**src/rtl/led_pattern_sequencer_if.sv**
```systemverilog
// Pattern RAM read port shared by the LED sequencer (master) and the RAM (slave).
// Read data is expected one cycle after the read strobe.
interface led_pattern_sequencer_if #(
  parameter int ADDR_W = 10
);
  logic [ADDR_W-1:0] ram_addr;
  logic              ram_rd;
  logic [31:0]       ram_rdata;

  modport master (
    output ram_addr,
    output ram_rd,
    input  ram_rdata
  );

  modport slave (
    input  ram_addr,
    input  ram_rd,
    output ram_rdata
  );
endinterface

```
**src/rtl/led_pattern_sequencer.sv**
```systemverilog
// Plays an LED pattern table from an external synchronous RAM.
// Each entry holds an LED value for a number of prescaled ticks; an END entry stops or loops.
module led_pattern_sequencer #(
  parameter int ADDR_W       = 10,
  parameter int LED_W        = 4,
  parameter int CLK_PER_TICK = 50000
) (
  input  logic                 clk,
  input  logic                 rst_n,
  input  logic                 start,
  input  logic                 stop,
  input  logic                 loop_en,
  input  logic [ADDR_W-1:0]    base_addr,
  led_pattern_sequencer_if.master ram,
  output logic [LED_W-1:0]     led,
  output logic                 busy,
  output logic                 done
);

  localparam int PRE_W = (CLK_PER_TICK > 1) ? $clog2(CLK_PER_TICK) : 1;
  localparam logic [PRE_W-1:0] PRE_MAX = PRE_W'(CLK_PER_TICK - 1);

  localparam logic [1:0] S_IDLE  = 2'd0;
  localparam logic [1:0] S_FETCH = 2'd1;
  localparam logic [1:0] S_LOAD  = 2'd2;
  localparam logic [1:0] S_HOLD  = 2'd3;

  logic [1:0]        state;
  logic [ADDR_W-1:0] base_reg;
  logic              first_entry;
  logic [15:0]       dur_cnt;
  logic [PRE_W-1:0]  prescale;

  logic              entry_end;
  logic [15:0]       entry_dur;
  logic [LED_W-1:0]  entry_led;
  logic              unused_rdata;

  assign entry_end    = ram.ram_rdata[31];
  assign entry_dur    = ram.ram_rdata[23:8];
  assign entry_led    = ram.ram_rdata[LED_W-1:0];
  assign unused_rdata = ^{ram.ram_rdata[30:24], ram.ram_rdata[7:0]};

  // ram_rd is a one-cycle strobe raised on every transition into FETCH, so it is
  // cleared by default and only set where the next state is FETCH.
  always_ff @(posedge clk or negedge rst_n) begin
    if (!rst_n) begin
      state        <= S_IDLE;
      base_reg     <= '0;
      first_entry  <= 1'b0;
      dur_cnt      <= '0;
      prescale     <= '0;
      ram.ram_addr <= '0;
      ram.ram_rd   <= 1'b0;
      led          <= '0;
      busy         <= 1'b0;
      done         <= 1'b0;
    end else begin
      ram.ram_rd <= 1'b0;
      done       <= 1'b0;
      if (stop && (state != S_IDLE)) begin
        state <= S_IDLE;
        led   <= '0;
        busy  <= 1'b0;
      end else begin
        case (state)
          S_IDLE: begin
            if (start && !stop) begin
              base_reg     <= base_addr;
              ram.ram_addr <= base_addr;
              ram.ram_rd   <= 1'b1;
              first_entry  <= 1'b1;
              busy         <= 1'b1;
              state        <= S_FETCH;
            end
          end
          S_FETCH: state <= S_LOAD;
          S_LOAD: begin
            if (!entry_end) begin
              led         <= entry_led;
              dur_cnt     <= (entry_dur == 16'd0) ? 16'd1 : entry_dur;
              prescale    <= '0;
              first_entry <= 1'b0;
              state       <= S_HOLD;
            end else if (loop_en && !first_entry) begin
              ram.ram_addr <= base_reg;
              ram.ram_rd   <= 1'b1;
              state        <= S_FETCH;
            end else begin
              done  <= 1'b1;
              busy  <= 1'b0;
              state <= S_IDLE;
            end
          end
          S_HOLD: begin
            if (prescale == PRE_MAX) begin
              prescale <= '0;
              dur_cnt  <= dur_cnt - 16'd1;
              if (dur_cnt == 16'd1) begin
                ram.ram_addr <= ram.ram_addr + 1'b1;
                ram.ram_rd   <= 1'b1;
                state        <= S_FETCH;
              end
            end else begin
              prescale <= prescale + 1'b1;
            end
          end
          default: begin
            state <= S_IDLE;
            busy  <= 1'b0;
          end
        endcase
      end
    end
  end

endmodule

```
**src/flat_wrapper.sv**
```systemverilog
// flat-port wrapper written by rule: the top's interface ports become plain ports
module led_pattern_sequencer_flat 
#(
  parameter int ADDR_W       = 10,
  parameter int LED_W        = 4,
  parameter int CLK_PER_TICK = 50000
)
  (clk, rst_n, start, stop, loop_en, base_addr, led, busy, done, ram_ram_addr, ram_ram_rd, ram_ram_rdata);
  led_pattern_sequencer_if #(.ADDR_W(ADDR_W)) ram_i ();
  input  logic clk;
  input  logic rst_n;
  input  logic start;
  input  logic stop;
  input  logic loop_en;
  input  logic [ADDR_W-1:0] base_addr;
  output logic [LED_W-1:0] led;
  output logic busy;
  output logic done;
  output wire logic [$bits(ram_i.ram_addr)-1:0] ram_ram_addr;
  output wire logic [$bits(ram_i.ram_rd)-1:0] ram_ram_rd;
  input wire logic [$bits(ram_i.ram_rdata)-1:0] ram_ram_rdata;
  assign ram_ram_addr = ram_i.ram_addr;
  assign ram_ram_rd = ram_i.ram_rd;
  assign ram_i.ram_rdata = ram_ram_rdata;
  led_pattern_sequencer #(.ADDR_W(ADDR_W), .LED_W(LED_W), .CLK_PER_TICK(CLK_PER_TICK)) u_core (.clk(clk), .rst_n(rst_n), .start(start), .stop(stop), .loop_en(loop_en), .base_addr(base_addr), .ram(ram_i), .led(led), .busy(busy), .done(done));
endmodule
```
**config.mk**
```make
export PLATFORM = sky130hd
export DESIGN_NAME = led_pattern_sequencer_flat
export DESIGN_NICKNAME = d
export VERILOG_FILES = /design/src/rtl/led_pattern_sequencer_if.sv /design/src/rtl/led_pattern_sequencer.sv /design/src/flat_wrapper.sv
export SDC_FILE = /design/constraint.sdc
export NUM_CORES = 1
export LEC_CHECK = 0
export CAP_MARGIN = 30
export CORE_MARGIN = 1
export CORE_UTILIZATION = 50
export CTS_BUF_LIST = sky130_fd_sc_hd__clkbuf_4 sky130_fd_sc_hd__clkbuf_8
export DETAILED_ROUTE_END_ITERATION = 6
export HOLD_SLACK_MARGIN = 0.15
export PLACE_DENSITY = 0.76
export SLEW_MARGIN = 15
export SYNTH_ARGS = -nofsm -noshare
export SYNTH_HDL_FRONTEND = slang
export SYNTH_SLANG_ARGS = --single-unit
```
**constraint.sdc**
```tcl
create_clock -name clk -period 5.8 [get_ports clk]
set_clock_uncertainty 0.2 [all_clocks]
set_input_delay 0.87 -clock clk [delete_from_list [all_inputs] [get_ports clk]]
set_output_delay 0.87 -clock clk [all_outputs]
set_load 0.005 [all_outputs]
```
==> impl_metrics.toml <==
[outcome]
status = "complete, no violations"

[place]
place.gp.congestion = 0.826
placed_cells = 551
port-buffer-count = 52
dpl-instance-area_sq_um = 4390
dp_hpwl_um = 6470
dp_slack_ns = 2.20

[die]
die_height_um = 89.3
num_rows = 31
io-pin-count = 64
core_area_sq_um = 7330
die-width_um = 89.3
floorplan.initialDensity_pct = 52.0
die_area_sq_um = 7980

[global_route]
grt_pass1_vias = 3284
grt_pass1_wl_um = 15700
track_usage_pct = 25.8
antenna_found_initial = 0
grt-ovfl-total = 0
grt_max_degree = 63

[pwr]
ir_drop_worst_case_vdd_uv = 220
power_switching_share_pct = 39.4
combinationalPowerShare_pct = 43.3
power_report.internal_total_mw = 1.23
power.density_nw_per_um2 = 444
sequential_fraction_of_design_power_pct = 38.6
switching_power_mw = 0.799
total_power_mw = 2.03
power_frac_clock_pct = 18.1
power.leakage_nw = 1.78

[timing]
setup_ws_ns = 2.25
hold_viol_final = 0
post-route-min-period_ns = 3.55
timing.slew.headroom_pct = 40.6
unrepaired_setup_endpoints_after_global_routing = "false"
layout_worst_path_cycle_share_pct = 61.3
drv_slew = 0
max_freq_mhz = 281
finalSetupViolations = 0
finalHoldWorstSlack_ns = 0.311
worst_slew_pin_slew_ns = 0.883
post_route_setup_tns_ns = 0

[clocking]
clock_insertion_delay_worst_skew_ns = 0.34
clock_buffers_created_by_tritoncts = 9
holdBufCountCts = 0
cts_buffer_depth = 2
tritoncts = "done"
h-tree-depth = 3
post_cts_buffers = 0
numClockSinks = 62
postCtsResizedCells = 0
post_cts_clock_slew_at_the_launch_and_capture_registers_of_the_worst_setup_and_hold_paths_ns = 0.07
ctsRootBufferMaster = "clkbuf_8"

[logic_synthesis]
dominant_cell_by_count_in_the_synthesized_netlist = "dfrtp_1"
postSynthRegisterBits = 62
seq_area_frac_synth_pct = 40.7
yosys_most_used_dff = "dfrtp_1"
post_synth_edffs = 0
yosys_warn_count = 0
synth_area_per_cell_sq_um = 9.19
ys_async_sr_fraction_pct = 100
synth_commonest_cells = "dfrtp_1 (62), nand2_1 (44), o21ai_0 (29)"
synth_top_cell_by_area = "dfrtp_1"
yosys.cell_types.count = 65
post_synth_instance_area_sq_um = 3810
syn_nets = 471
netlist_instances = 415
yosys.area.top_type_share_pct = 40.7
synthTopCellsByArea = "dfrtp_1 (41%), nand2_1 (4.3%), mux2_2 (4.1%)"

[detailed_routing]
final_antenna_net_count = 0
drt_drc_violations_left = 0
detail_route.wirelength_um = 9370
detail_route.iter0.violations = 260
vias_per_cell = 6.12
post_drt_wl_per_cell_um = 16.6
num_vias = 3452
drtPass1Iterations = 5

[finish]
area_growth_syn_to_layout_pct = 19.8
antenna_cells_inserted = 0
area_of_the_multi_input_gates_sq_um = 2100
largestRegisters = "u_core.dur_cnt: 16 flops, u_core.prescale: 16 flops"
final_core_utilization_pct = 62.3
final-seq-area_sq_um = 1550
fin_area_sq_um = 4570
nNetsFinal = 519
layoutNonFillerInstCount = 564
layout-drive-gt1-share_pct = 11.2
nFillCells = 641

[setup_path]
crit_path_max_incr_delay_ns = 0.74
critical-path-slowest-cell = "ha_1"
critical_path_cell_by_cell = "inv_1 -> ha_1 -> nor2_1 -> a211oi_2 -> nand2_1 -> o22ai_1 -> a21oi_1"
arrival_ns = 3.56
critPathBufInv = 1
crit_family = "compound AO/OA/AOI/OAI gates"
critPathKind = "reg2reg"
cp-end-kind = "flip-flop"
register_to_register_path_setup_slack_ns = 2.25
critPathRequiredTime_ns = 5.81
worst_setup_path_start_kind = "flip-flop"
critical_path.max_fanout = 21

[flow_run]
drv.max_cap_violation_count = 0

[hold_path]
worstHoldPathType = "reg2reg"
## per-layer routing
metal  global-route usage [%]  wire length [um]  share of wire, %  up-vias
met5                        0                 0                 0        -
met3                     5.17               388               4.1       13
met4                     9.24               133               1.4        0
met1                     33.8              4290                46     1680
met2                     42.6              4560                49       85
li1                         -                 -                 -     1674
## worst reg2reg max path, cell delays in order (launching register included)
cell and delay [ns]:
dfrtp_1 0.46, inv_1 0.15, ha_1 0.74, nor2_1 0.40, a211oi_2 0.73, nand2_1 0.46, o22ai_1 0.23, a21oi_1 0.06
## placed cells by master (no fill, tap or decap), types with 4 or more instances in the layout
master,n
and3_1,8
nor3_1,10
inv_1,11
a31oi_1,11
nand4b_1,4
buf_4,7
a21oi_1,24
a22oi_1,6
mux2_2,14
mux2i_1,13
nand3_1,22
dfrtp_1,62
or3_1,5
o21ai_0,29
clkbuf_8,10
o22ai_1,10
nor4_1,12
a22o_1,7
nor2_1,21
xor2_1,4
nand4_1,8
ha_1,9
clkdlybuf4s50_1,51
nand2_1,44
o211ai_1,6
## cell families after synthesis
logic type                 Yosys count  synth area share [%]
and+or+nand+nor                    162                  22.9
AOI/OAI and AO/OA                  117                  20.3
DFF                                 62                  40.7
buffers and inverters               33                  4.46
muxes                               27                  7.55
adders and majority gates            9                  2.95
xor gates and xnor gates             5                  1.15
## path summary, 6_finish.rpt
| check | startpoint | endpoint | cells past startpoint |
|---|---|---|---|
| worst max-delay path | u_core.state[0] | u_core.dur_cnt[4] | 7 |
| worst min-delay path | u_core.base_reg[6] | u_core.base_reg[6] | 1 |
| worst max register to register | u_core.state[0] | u_core.dur_cnt[4] | 7 |
| worst min register to register | u_core.base_reg[6] | u_core.base_reg[6] | 1 |
| max in group asynchronous | rst_n | u_core.first_entry | 2 |
| min in group asynchronous | rst_n | u_core.ram.ram_rd | 2 |
## power groups by stage
| stage | registers [mW] | clock network (mW) | logic [mW] |
|---|---|---|---|
| 6_report | 0.784 | 0.367 | 0.878 |
| 5_1_grt | 0.805 | 0.391 | 0.979 |
| 4_1_cts | 0.777 | 0.375 | 0.881 |
| 3_5_place_dp | 0.782 | 0 | 0.878 |
| 3_3_place_gp | 0.772 | 0 | 0.850 |
| 2_1_floorplan | 0.742 | 0 | 0.591 |
## layout make-up
class                      count  share of cell area (%)
sequential                    62                    34.0
inverter                      11                   0.904
tap                           99                    2.71
clock inverter                 2                   0.767
multi-input combinational    320                    46.0
clock buffer                  11                    3.18
timing repair buffer          59                    12.4
Power figures use the tool's default switching activity.
